===== config.mk =====
export PLATFORM = sky130hd
export DESIGN_NAME = operand_regfile_flat
export DESIGN_NICKNAME = d
export VERILOG_FILES = /design/src/rtl/operand_regfile_if.sv /design/src/rtl/operand_regfile.sv /design/src/flat_wrapper.sv
export SDC_FILE = /design/constraint.sdc
export NUM_CORES = 1
export LEC_CHECK = 0
export CAP_MARGIN = 20
export CORE_MARGIN = 2
export CORE_UTILIZATION = 35
export CTS_BUF_LIST = sky130_fd_sc_hd__clkbuf_2 sky130_fd_sc_hd__clkbuf_4 sky130_fd_sc_hd__clkbuf_8
export CTS_CLUSTER_SIZE = 40
export DETAILED_ROUTE_END_ITERATION = 6
export PLACE_DENSITY = 0.66
export SLEW_MARGIN = 15
export SYNTH_ARGS = -nofsm -noshare
export SYNTH_HDL_FRONTEND = slang
export SYNTH_SLANG_ARGS = --single-unit
export TNS_END_PERCENT = 30

===== constraint.sdc =====
create_clock -name clk -period 6.55 [get_ports clk]
set_input_delay 1.31 -clock clk [delete_from_list [all_inputs] [get_ports clk]]
set_output_delay 1.31 -clock clk [all_outputs]
set_load 0.005 [all_outputs]

===== src/rtl/operand_regfile_if.sv =====
// Decoder/ALU-facing bundle of the operand stage: phase, read/write controls in,
// captured operands and flags out.
interface operand_regfile_if #(
    parameter int unsigned DW = 16,
    parameter int unsigned AW = 3,
    parameter int unsigned IW = 8
);
    logic [4:0]    phase;
    logic [AW-1:0] ra;
    logic [AW-1:0] rb;
    logic          use_im;
    logic [IW-1:0] im;
    logic          we;
    logic [AW-1:0] wa;
    logic [DW-1:0] wd;
    logic          flag_we;
    logic          cf_in;
    logic          of_in;
    logic [DW-1:0] tr;
    logic [DW-1:0] sr;
    logic          cf;
    logic          of;
    logic          zf;
    logic          sf;

    modport master (
        output phase, ra, rb, use_im, im, we, wa, wd, flag_we, cf_in, of_in,
        input  tr, sr, cf, of, zf, sf
    );

    modport slave (
        input  phase, ra, rb, use_im, im, we, wa, wd, flag_we, cf_in, of_in,
        output tr, sr, cf, of, zf, sf
    );
endinterface


===== src/rtl/operand_regfile.sv =====
// Operand stage: register file, tr/sr operand capture in phase r, result and
// flag commit plus retired-instruction count in phase w.
module operand_regfile #(
    parameter int unsigned DW = 16,
    parameter int unsigned AW = 3,
    parameter int unsigned IW = 8,
    parameter int unsigned CW = 16
) (
    input  logic                clk,
    input  logic                n_rst,
    operand_regfile_if.slave    bus,
    input  logic [AW-1:0]       dbg_sel,
    output logic [DW-1:0]       dbg_data,
    output logic [CW-1:0]       icount
);
    localparam int unsigned NREG = 1 << AW;

    logic [DW-1:0] rf_q [NREG];
    logic [DW-1:0] rf_d [NREG];
    logic [DW-1:0] tr_q, tr_d;
    logic [DW-1:0] sr_q, sr_d;
    logic          cf_q, cf_d;
    logic          of_q, of_d;
    logic          zf_q, zf_d;
    logic          sf_q, sf_d;
    logic [CW-1:0] icount_q, icount_d;

    logic          ph_r;
    logic          ph_w;
    logic [DW-1:0] im_ext;

    assign ph_r   = bus.phase[1];
    assign ph_w   = bus.phase[4];
    assign im_ext = {{(DW-IW){bus.im[IW-1]}}, bus.im};

    // Operand reads always come from rf_q, so a combined r+w edge sees the
    // pre-write contents without any forwarding path.
    always_comb begin
        rf_d     = rf_q;
        tr_d     = tr_q;
        sr_d     = sr_q;
        cf_d     = cf_q;
        of_d     = of_q;
        zf_d     = zf_q;
        sf_d     = sf_q;
        icount_d = icount_q;

        if (ph_r) begin
            tr_d = rf_q[bus.ra];
            sr_d = bus.use_im ? im_ext : rf_q[bus.rb];
        end

        if (ph_w) begin
            if (bus.we) begin
                rf_d[bus.wa] = bus.wd;
            end
            if (bus.flag_we) begin
                cf_d = bus.cf_in;
                of_d = bus.of_in;
                zf_d = (bus.wd == '0);
                sf_d = bus.wd[DW-1];
            end
            icount_d = icount_q + 1'b1;
        end
    end

    always_ff @(posedge clk or posedge n_rst) begin
        if (n_rst) begin
            for (int unsigned i = 0; i < NREG; i++) begin
                rf_q[i] <= '0;
            end
            tr_q     <= '0;
            sr_q     <= '0;
            cf_q     <= 1'b0;
            of_q     <= 1'b0;
            zf_q     <= 1'b0;
            sf_q     <= 1'b0;
            icount_q <= '0;
        end else begin
            rf_q     <= rf_d;
            tr_q     <= tr_d;
            sr_q     <= sr_d;
            cf_q     <= cf_d;
            of_q     <= of_d;
            zf_q     <= zf_d;
            sf_q     <= sf_d;
            icount_q <= icount_d;
        end
    end

    assign bus.tr   = tr_q;
    assign bus.sr   = sr_q;
    assign bus.cf   = cf_q;
    assign bus.of   = of_q;
    assign bus.zf   = zf_q;
    assign bus.sf   = sf_q;
    assign dbg_data = rf_q[dbg_sel];
    assign icount   = icount_q;
endmodule


===== src/flat_wrapper.sv =====
// flat-port wrapper written by rule: the top's interface ports become plain ports
module operand_regfile_flat 
#(
    parameter int unsigned DW = 16,
    parameter int unsigned AW = 3,
    parameter int unsigned IW = 8,
    parameter int unsigned CW = 16
)
  (clk, n_rst, dbg_sel, dbg_data, icount, bus_phase, bus_ra, bus_rb, bus_use_im, bus_im, bus_we, bus_wa, bus_wd, bus_flag_we, bus_cf_in, bus_of_in, bus_tr, bus_sr, bus_cf, bus_of, bus_zf, bus_sf);
  operand_regfile_if #(.DW(DW), .AW(AW), .IW(IW)) bus_i ();
  input  logic clk;
  input  logic n_rst;
  input  logic [AW-1:0] dbg_sel;
  output logic [DW-1:0] dbg_data;
  output logic [CW-1:0] icount;
  input wire logic [$bits(bus_i.phase)-1:0] bus_phase;
  input wire logic [$bits(bus_i.ra)-1:0] bus_ra;
  input wire logic [$bits(bus_i.rb)-1:0] bus_rb;
  input wire logic [$bits(bus_i.use_im)-1:0] bus_use_im;
  input wire logic [$bits(bus_i.im)-1:0] bus_im;
  input wire logic [$bits(bus_i.we)-1:0] bus_we;
  input wire logic [$bits(bus_i.wa)-1:0] bus_wa;
  input wire logic [$bits(bus_i.wd)-1:0] bus_wd;
  input wire logic [$bits(bus_i.flag_we)-1:0] bus_flag_we;
  input wire logic [$bits(bus_i.cf_in)-1:0] bus_cf_in;
  input wire logic [$bits(bus_i.of_in)-1:0] bus_of_in;
  output wire logic [$bits(bus_i.tr)-1:0] bus_tr;
  output wire logic [$bits(bus_i.sr)-1:0] bus_sr;
  output wire logic [$bits(bus_i.cf)-1:0] bus_cf;
  output wire logic [$bits(bus_i.of)-1:0] bus_of;
  output wire logic [$bits(bus_i.zf)-1:0] bus_zf;
  output wire logic [$bits(bus_i.sf)-1:0] bus_sf;
  assign bus_i.phase = bus_phase;
  assign bus_i.ra = bus_ra;
  assign bus_i.rb = bus_rb;
  assign bus_i.use_im = bus_use_im;
  assign bus_i.im = bus_im;
  assign bus_i.we = bus_we;
  assign bus_i.wa = bus_wa;
  assign bus_i.wd = bus_wd;
  assign bus_i.flag_we = bus_flag_we;
  assign bus_i.cf_in = bus_cf_in;
  assign bus_i.of_in = bus_of_in;
  assign bus_tr = bus_i.tr;
  assign bus_sr = bus_i.sr;
  assign bus_cf = bus_i.cf;
  assign bus_of = bus_i.of;
  assign bus_zf = bus_i.zf;
  assign bus_sf = bus_i.sf;
  operand_regfile #(.DW(DW), .AW(AW), .IW(IW), .CW(CW)) u_core (.clk(clk), .n_rst(n_rst), .bus(bus_i), .dbg_sel(dbg_sel), .dbg_data(dbg_data), .icount(icount));
endmodule

==> results.md <==
* Post-route ant nets at 0
* Initial Utilization at 0.355
* Crit path largest cell delay at 0.56 ns
* Largest net degree at the start of global routing at 84
* GPL Wtd Cong at 0.767
* Die Ht at 172 um
* Worst Skew at 0.0192 ns
* Final nets at 838
* Most common cell in the synthesized netlist: dfrtp_1
* I/O pin cnt at 116
* Dpl hpwl at 16200 um
* Fin crit period at 4.83 ns
* Detailed Routing Iterations Pass 1 at 4
* CP Capture Type: output pin
* # diodes at 0
* Arrival @ worst endpoint at 3.52 ns
* I/O Buffers at 112
* Peak Freq at 207 MHz
* First-pass GRT wire length at 39500 um
* Wirelength, routed at 25500 um
* Slew headroom at 0.277
* FF+latch count, synth at 180
* Met2 Use GR at 0.295
* DR vias at 6355
* WL per Instance at 21.6 um
* Root Driver: clkbuf_8
* Least-Margin Pin Slew at 1.08 ns
* Post-route setup TNS at 0 ns
* Resized cells post-CTS at 0
* Status: finished clean
* Number of synthesized flops with an enable pin at 0
* Reg clk slew, reported paths at 0.10 ns
* Register area share after synthesis at 0.456
* Num CTS Buffers at 17
* Slew Viols, Final at 0
* GRT met3 Usage at 0.0325
* Most frequent cells after synthesis: 180 x dfrtp_1, 152 x mux2_2, 73 x mux4_2
* Leading area contributor after synthesis: dfrtp_1
* Delay-heaviest family, CP: buffers and inverters
* GRT overflow at 0
* Mapped Avg Cell Area at 14.3 sq um
* Asr flop ratio synth at 1.00
* Pwr Total at 3.30 mW
* Core Area at 27800 sq um
* CTS HTree Levels at 4
* Fin. Hold Viols at 0
* Power per cell area at 283 nW/um^2
* Drt drc at 0
* Post-Syn Area at 9870 sq um
* Hold Crit Class: flip-flop to flip-flop
* Largest cells by area after synthesis: dfrtp_1 46%, mux2_2 17%, mux4_2 17%
* Fillcell total at 2588
* CP cell instances: buf_2 > buf_4 > mux4_2 > mux2_2 > clkdlybuf4s50_1
* Worst IR Drop VDD at 0.109 mV
* Slowest cell on crit path: mux4_2
* Clock Path Buffers at 2
* RSZ-0062 raised after global routing: false
* # clock sinks at 180
* Fin util at 0.420
* Setup-failing EPs final at 0
* CTS tree: yes
* Clk_lat worst skew at 0.48 ns
* Worst setup SP type: input pin
* MaxCap Viol Count at 0
* GRT Overall Usage at 0.180
* Met1 Usage GRT at 0.251
* Synth Net Count at 738
* Sum of buffers and inverters on the critical path at 3
* CP Class: input pin to output pin
* Area of the die at 29600 sq um
* Vias in the first global route at 6569
* Post-route clock period utilization at 0.738
* Via density at 5.39
* P&R area growth vs syn at 18.2%
* Synth warnings at 0
* Initial antenna violation count at 0
* Post-Syn Instances at 689
* Share of cells above drive strength 1 at 0.387
* Row cnt at 61
* Critical Path RT at 5.24 ns
* Synth top area share at 0.456
* Width of the die at 172 um
* Hold-fix buffers at CTS at 0
* Busiest layer in global routing: met2
* Synth unique cells at 36
* Pleak at 4.76 nW
* Maximum fanout along the worst path at 22
* Postcts setup bufs at 0
* Most used flip-flop cell after synthesis: dfrtp_1
* DRT iter0 DRCs at 461
## state kept, by name (all words and copies together), names as in the netlist
name,flops
u_core.bus.zf,1
u_core.icount,16
u_core.bus.of,1
u_core.rf_q,128
u_core.bus.tr,16
u_core.bus.sf,1
u_core.bus.sr,16
u_core.bus.cf,1
## per-stage QoR
stage                     cells  hold slack (ns)  cell area (sq um)  setup WS [ns]
after floorplan             689            0.468               9870          0.353
after global placement     1148            0.464              11300           1.69
after detailed placement   1148            0.462              11300           1.69
after CTS                  1179            0.487              11700           1.68
after global routing       1179            0.513              11700           1.58
final                      1179            0.485              11700           1.72
## kinds of logic (layout without fill, tap and decap cells)
kind of cell | after synthesis | after routing | share of synthesized area
and+or+nand+nor | 98 | 98 | 0.0513
AOI/OAI and AO/OA | 63 | 63 | 0.0402
DFF | 180 | 180 | 0.456
muxes | 281 | 281 | 0.407
xor gates and xnor gates | 15 | 15 | 0.0133
buffers and inverters | 51 | 163 | 0.0309
adders and majority gates | 1 | 1 | 0.00127
## worst reg2reg max path: cells and delay by family, from the launching register on
kind                      cells  cell delay, ns
xor gates and xnor gates      1            0.15
and+or+nand+nor               3            0.83
DFF                           1            0.44
## where the power goes
part | internal (mW) | total [mW] | switching, mW
logic | 0.644 | 0.971 | 0.327
clock network | 0.320 | 0.754 | 0.434
registers | 1.35 | 1.58 | 0.227
total | 2.31 | 3.30 | 0.989
## cell type report
type                    instances  area (sq um)  area share
multi-input cells             458          5060       0.434
repair buffers                130          1240       0.106
inverters                       2          12.5     0.00107
well taps                     378           473      0.0405
clock inverters                12           123      0.0105
flip-flops and latches        180          4500       0.386
clock buffers                  19           255      0.0219
## layout by cell type, fill, tap and decap left out, types with 2 or more instances in the layout
| cell type | instances |
|---|---|
| nor2_1 | 32 |
| mux4_2 | 73 |
| dfrtp_1 | 180 |
| clkinvlp_4 | 3 |
| nand4_1 | 6 |
| nor3_1 | 13 |
| o22a_1 | 9 |
| clkbuf_8 | 18 |
| or2_2 | 2 |
| nor2b_1 | 6 |
| nor4_1 | 5 |
| mux2i_1 | 36 |
| xnor2_1 | 9 |
| mux2_4 | 20 |
| and3_1 | 2 |
| a311o_1 | 2 |
| clkinv_4 | 4 |
| nor2_2 | 6 |
| buf_4 | 18 |
| o22ai_1 | 26 |
| buf_2 | 4 |
| inv_6 | 5 |
| o21ai_0 | 3 |
| xor2_1 | 6 |
| a21oi_1 | 21 |
| nand3_1 | 5 |
| or3_1 | 2 |
| nand2_1 | 12 |
| mux2_2 | 152 |
| nand2b_1 | 4 |
| clkdlybuf4s50_1 | 108 |
| a211oi_1 | 2 |
## routing by layer
metal / wire length, um / vias to the layer above
met5: 0 / -
met3: 1090 / 17
li1: - / 2837
met4: 226 / 0
met2: 12500 / 139
met1: 11700 / 3362
## path summary, 6_finish.rpt
| kind | startpoint | endpoint | slack, ns | cells past startpoint |
|---|---|---|---|---|
| worst min register to register | u_core.icount[15] | u_core.icount[15] | 0.49 | 1 |
| max in group asynchronous | n_rst | u_core.rf_q[33] | 3.96 | 3 |
| worst min-delay path | u_core.icount[15] | u_core.icount[15] | 0.49 | 1 |
| worst max register to register | u_core.icount[2] | u_core.icount[15] | 5.04 | 4 |
| worst max-delay path | dbg_sel[0] | dbg_data[8] | 1.72 | 5 |
| min in group asynchronous | n_rst | u_core.rf_q[19] | 1.32 | 2 |
No activity file was read; power rests on OpenSTA's default activity.
==> patch 1, RTL diff (same flow settings) <==
`AW` is set to 3 in 3 places; all go to 2.
--- a/src/rtl/operand_regfile_if.sv
+++ b/src/rtl/operand_regfile_if.sv
@@ -3,5 +3,5 @@
 interface operand_regfile_if #(
     parameter int unsigned DW = 16,
-    parameter int unsigned AW = 3,
+    parameter int unsigned AW = 2,
     parameter int unsigned IW = 8
 );
--- a/src/rtl/operand_regfile.sv
+++ b/src/rtl/operand_regfile.sv
@@ -3,5 +3,5 @@
 module operand_regfile #(
     parameter int unsigned DW = 16,
-    parameter int unsigned AW = 3,
+    parameter int unsigned AW = 2,
     parameter int unsigned IW = 8,
     parameter int unsigned CW = 16
--- a/src/flat_wrapper.sv
+++ b/src/flat_wrapper.sv
@@ -3,5 +3,5 @@
 #(
     parameter int unsigned DW = 16,
-    parameter int unsigned AW = 3,
+    parameter int unsigned AW = 2,
     parameter int unsigned IW = 8,
     parameter int unsigned CW = 16
Ports: changed (resized bus_ra, bus_rb, bus_wa and dbg_sel); port bits go from 116 to 112. No check against the original RTL was run, so the function may have changed too.
==> patch 1 against the original RTL <==
- routed wire length is 43% lower
- final area is 36% lower
- total power is 30% lower
- worst setup slack worse by 0.039 ns
- clock skew is 0.012 ns lower
- count of clock-buffer cells in the layout is 9 higher
- sequential cell count is 64 lower
- synthesized area is 41% lower
==> patch 1: results (changes against the original RTL) <==
Outcome
  – Status: complete, no violations

Timing
  – Tightest Pin Transition: 1.095 ns (+0.01029 ns)
  – Skew final: 0.006998 ns (-0.01216 ns)

Global routing
  – Vias in the first global route: 4165 (-37%)
  – GRT met1 Usage: 21.83% (-3.3 points)
  – GRT Total Usage: 17.46% (-0.50 points)
  – First-pass GRT wire length: 23240 µm (-41%)
  – Met2 Use GR: 29.02% (-0.46 points)
  – Initial antenna violation count: 0 (unchanged)
  – GR Util met3: 4.100% (+0.85 points)

Routing
  – Drt wl/cell: 19.87 µm (-8.1%)
  – DR vias: 3861 (-39%)
  – Iter 0 DRT Violations: 258 (-44%)

Placed design
  – Placed wire-length estimate: 9740 µm (-40%)
  – Placer's final routability congestion estimate: 0.7673 (about the same)
  – Port Buffers: 108 (-3.6%)
  – Pre-CTS WS: 1.616 ns (-0.07400 ns)

Logic synthesis
  – Post-synthesis compound-gate area fraction: 4.226% (+0.21 points)
  – Xor/xnor share of the synthesized area: 2.264% (+0.93 points)
  – Adder-Cell Fraction of Synth Area: 0.2156% (+0.089 points)
  – Top cells by area, synth: dfrtp_1 50%, mux2_2 18%, mux4_2 7.8%, mux4_1 5.4%, mux2i_1 3.1%
  – Post-synth top cells: 116 x dfrtp_1, 93 x mux2_2, 20 x mux4_2
  – Syn nets: 433 (-41%)
  – Register area share after synthesis: 50.02% (+4.4 points)

CTS
  – Worst skew pair latency: 0.43 ns (-0.05 ns)
  – # Post-CTS Setup Buffers: 0 (unchanged)
  – Post-CTS resize count: 0 (unchanged)
  – Clock slew at reported path FFs: 0.06 ns (-0.04 ns)

Final layout
  – Net count, final: 542 (-35%)
  – Largest register FFs: 64 (-50%)
  – Share of layout cells above drive strength 1: 31.63% (-7.1 points)
  – Fill cells: 1437 (-44%)

Worst setup path
  – Arr. time, crit path: 3.56 ns (+0.04 ns)
  – FF-to-FF path depth: 5 (+1)
  – Worst r2r dst: u_core.icount[10]
  – Critical Path Slowest Stage Cell: clkdlybuf4s50_1
  – Reg2reg start: u_core.icount[0]
  – Max Fanout on Critical Path: 10 (-55%)
  – Reg-to-reg setup timing slack: 4.99 ns (-0.05 ns)
  – Highest cell delay on the worst timing path: 0.94 ns (+0.38 ns)

Power
  – LEAKAGE: 3.110 nW (-35%)
  – Worst vdd ir: 189.5 µV (+75%)
## patch 1: how the worst max path moves through the flow
| stage | cells after the start | start | endpoint |
|---|---|---|---|
| global placement | 4 | dbg_sel[0] | dbg_data[15] |
| finish | 4 | dbg_sel[0] | dbg_data[15] |
| global route | 4 | dbg_sel[0] | dbg_data[15] |
| CTS | 4 | dbg_sel[0] | dbg_data[15] |
| detailed placement | 4 | dbg_sel[0] | dbg_data[15] |
| floorplan | 1 | n_rst | u_core.bus.cf |
## patch 1: stage by stage
step,utilization (%),hold slack (ns),cell area (µm²),std cells
floorplan,-,0.4647,5803,388
global placement,42.81,0.4620,7024,697
detailed placement,42.81,0.4683,7024,697
CTS,45.37,0.4771,7443,728
global route,45.54,0.5028,7471,729
finish,45.54,0.4782,7471,729
## patch 1: cell families (layout without fill, tap and decap cells)
logic type                 Yosys count  in the layout
adders and majority gates            1              1
muxes                              148            148
AOI/OAI and AO/OA                   33             33
DFF                                116            116
buffers and inverters               26            147
and+or+nand+nor                     49             49
xor gates and xnor gates            15             15
## patch 1: report_power, final
part	total, mW	internal [mW]	switching [mW]	leakage [nW]
clock	0.690	0.418	0.272	0.221
sequential	1.01	0.873	0.140	1.41
combinational	0.605	0.414	0.191	1.48
total	2.31	1.70	0.603	3.11
## patch 1: layer usage
layer,vias to the layer above,share of wire [%]
met4,0,1.9
met1,2004,44
li1,1728,-
met2,106,50
met5,-,0
met3,23,4.0
## patch 1: final cells by class
type,count,area (µm²),area share (%)
multi-input cells,246,2718,36.38
clock buffers,28,354.1,4.740
well taps,220,275.3,3.684
inverters,2,10.01,0.1340
clock inverters,3,65.06,0.8709
flip-flops and latches,116,2903,38.85
repair buffers,114,1146,15.34
## patch 1: worst max-delay path: cells and delay by family
kind,cells,cell delay [ns]
buffers and inverters,3,1.75
muxes,1,0.51
==> patch 2, RTL diff (config.mk and constraints unchanged) <==
Made on the original files. Put a register stage on the output `dbg_data`, without a reset. The value now appears one clock later. The other outputs are not delayed to match.
--- a/src/rtl/operand_regfile.sv
+++ b/src/rtl/operand_regfile.sv
@@ -95,5 +95,7 @@
     assign bus.zf   = zf_q;
     assign bus.sf   = sf_q;
-    assign dbg_data = rf_q[dbg_sel];
+    always_ff @(posedge clk) begin
+        dbg_data <= rf_q[dbg_sel];
+    end
     assign icount   = icount_q;
 endmodule
Behaviour: not the same (Yosys sat finds a counterexample within 4 cycles, from zero or initial values and one cycle with n_rst high).
==> patch 2 against the original RTL <==
- global-route usage decreased by 0.20 points
- total power up 5.1%
- non-clock buffer count grew 3
- hold slack lost 0.0048 ns
- sequential cell count is 16 higher
- synthesized area rose by 3.0%
- first-iteration DRC count fell by 7.2%
- clock power increased by 7.2%
- final area is 3.3% higher
- clock skew is 0.00068 ns higher
- fmax up 48%
- register-to-register slack worse by 0.07 ns
- worst setup slack gained 1.6 ns
- largest cell class unchanged
- routed wire length up 2.4%
- critical path type is now in2reg
==> patch 2: results (changes against the original RTL) <==
Global routing
  – Vias in the first global route: 6857 (+4.4%)
  – First-pass GRT wire length: 40980 µm (+3.7%)
  – Initial antenna violation count: 3 (+3)
  – Met2 Use GR: 29.12% (-0.36 points)
  – Largest net degree at the start of global routing: 96 (+14%)

Worst setup path
  – Worst r2r dst: u_core.bus.sr[14]
  – Arr. time, crit path: 3.63 ns (+0.11 ns)
  – Reg2reg start: u_core.rf_q[126]
  – Critical Path Slowest Stage Cell: clkdlybuf4s50_1
  – Max Fanout on Critical Path: 12 (-45%)
  – Reg-to-reg setup timing slack: 4.97 ns (-0.07 ns)

Logic synthesis
  – Top cells by area, synth: dfrtp_1 44%, mux4_2 18%, mux2_2 15%, mux2i_1 3.8%, dfxtp_1 3.1%
  – Syn nets: 749 (+1.5%)
  – Register area share after synthesis: 47.44% (+1.8 points)
  – Ys async rst share: 91.84% (-8.2 points)
  – Post-synth cell types: 37 (+2.8%)
  – Post-synth top cells: 180 x dfrtp_1, 136 x mux2_2, 81 x mux4_2

Power
  – LEAKAGE: 4.921 nW (+3.3%)
  – Net Sw Frac: 29.94% (about the same)
  – Worst vdd ir: 133.0 µV (+22%)

Routing
  – Drt wl/cell: 21.80 µm (+0.81%)
  – Vias/cell: 5.413 (+0.42%)

Placed design
  – Placer's final routability congestion estimate: 0.7574 (-1.2%)
  – Inst Count DP: 1163 (+1.3%)
  – Area post-placement: 11610 µm² (+2.9%)
  – Placed wire-length estimate: 16270 µm (+0.70%)

Final layout
  – Cell Count, Final, Fillers Out: 1197 (+1.5%)
  – Fill cells: 2659 (+2.7%)
  – Share of layout cells above drive strength 1: 37.39% (-1.3 points)

Outcome
  – Status: complete, no violations
-- patch 2: per-layer routing --
layer / wire [µm] / vias to the layer above
li1: - / 2868
met1: 11540 / 3398
met2: 12770 / 182
met3: 1432 / 27
met4: 329 / 4
met5: 21 / -
-- patch 2: layout make-up --
| class | instances | area, µm² | area share (%) |
|---|---|---|---|
| flip-flops and latches | 196 | 4825 | 40.03 |
| well taps | 384 | 480.5 | 3.987 |
| multi-input cells | 450 | 5041 | 41.83 |
| clock inverters | 14 | 168.9 | 1.402 |
| inverters | 2 | 12.51 | 0.1038 |
| clock buffers | 18 | 241.5 | 2.004 |
| repair buffers | 133 | 1282 | 10.64 |
-- patch 2: power groups by stage --
stage          Sequential (mW)  Combinational [mW]  Clock (mW)
4_1_cts                   1.71               0.962       0.837
3_3_place_gp              1.71               0.942           0
2_1_floorplan             1.67               0.624           0
6_report                  1.71               0.953       0.808
3_5_place_dp              1.73               0.958           0
5_1_grt                   1.75                1.03       0.881
-- patch 2: per-stage QoR --
step                util, %  power, mW  hold slack [ns]  worst slack [ns]
floorplan                 -      2.297           0.4683            0.3530
global placement      40.58      2.657           0.4619             2.799
detailed placement    40.58      2.690           0.4671             2.799
CTS                   42.01      3.507           0.4859             3.317
global route          42.10      3.664           0.4935             3.191
finish                42.10      3.472           0.4803             3.278
-- patch 2: worst max-delay path by stage --
stage | endpoint | from | cells past startpoint | slack [ns]
2_1_floorplan | u_core.bus.cf | n_rst | 1 | 0.35
3_3_place_gp | u_core.bus.sr[6] | bus_rb[2] | 6 | 2.80
3_5_place_dp | u_core.rf_q[37] | bus_phase[4] | 4 | 2.80
4_1_cts | u_core.rf_q[41] | bus_phase[4] | 4 | 3.32
5_1_grt | u_core.bus.sr[6] | bus_rb[2] | 6 | 3.19
6_report | u_core.bus.sr[6] | bus_rb[2] | 6 | 3.28
-- patch 2: logic make-up (layout without fill, tap and decap cells) --
| group | count (synthesis) | count (layout) | share of synthesized area [%] |
|---|---|---|---|
| adder cells (fa/ha/maj) | 1 | 1 | 0.1230 |
| AND/OR/NAND/NOR | 94 | 94 | 4.552 |
| flip-flops | 196 | 196 | 47.44 |
| XOR/XNOR | 15 | 15 | 1.292 |
| buffers and inverters | 54 | 167 | 2.990 |
| AO/OA/AOI/OAI | 64 | 64 | 3.814 |
| multiplexers | 276 | 276 | 39.79 |
-- patch 2: critical path: cells and delay by family --
family / cells / cell delay [ns]
AOI/OAI and AO/OA: 2 / 0.43
buffers and inverters: 2 / 1.20
and+or+nand+nor: 2 / 0.68
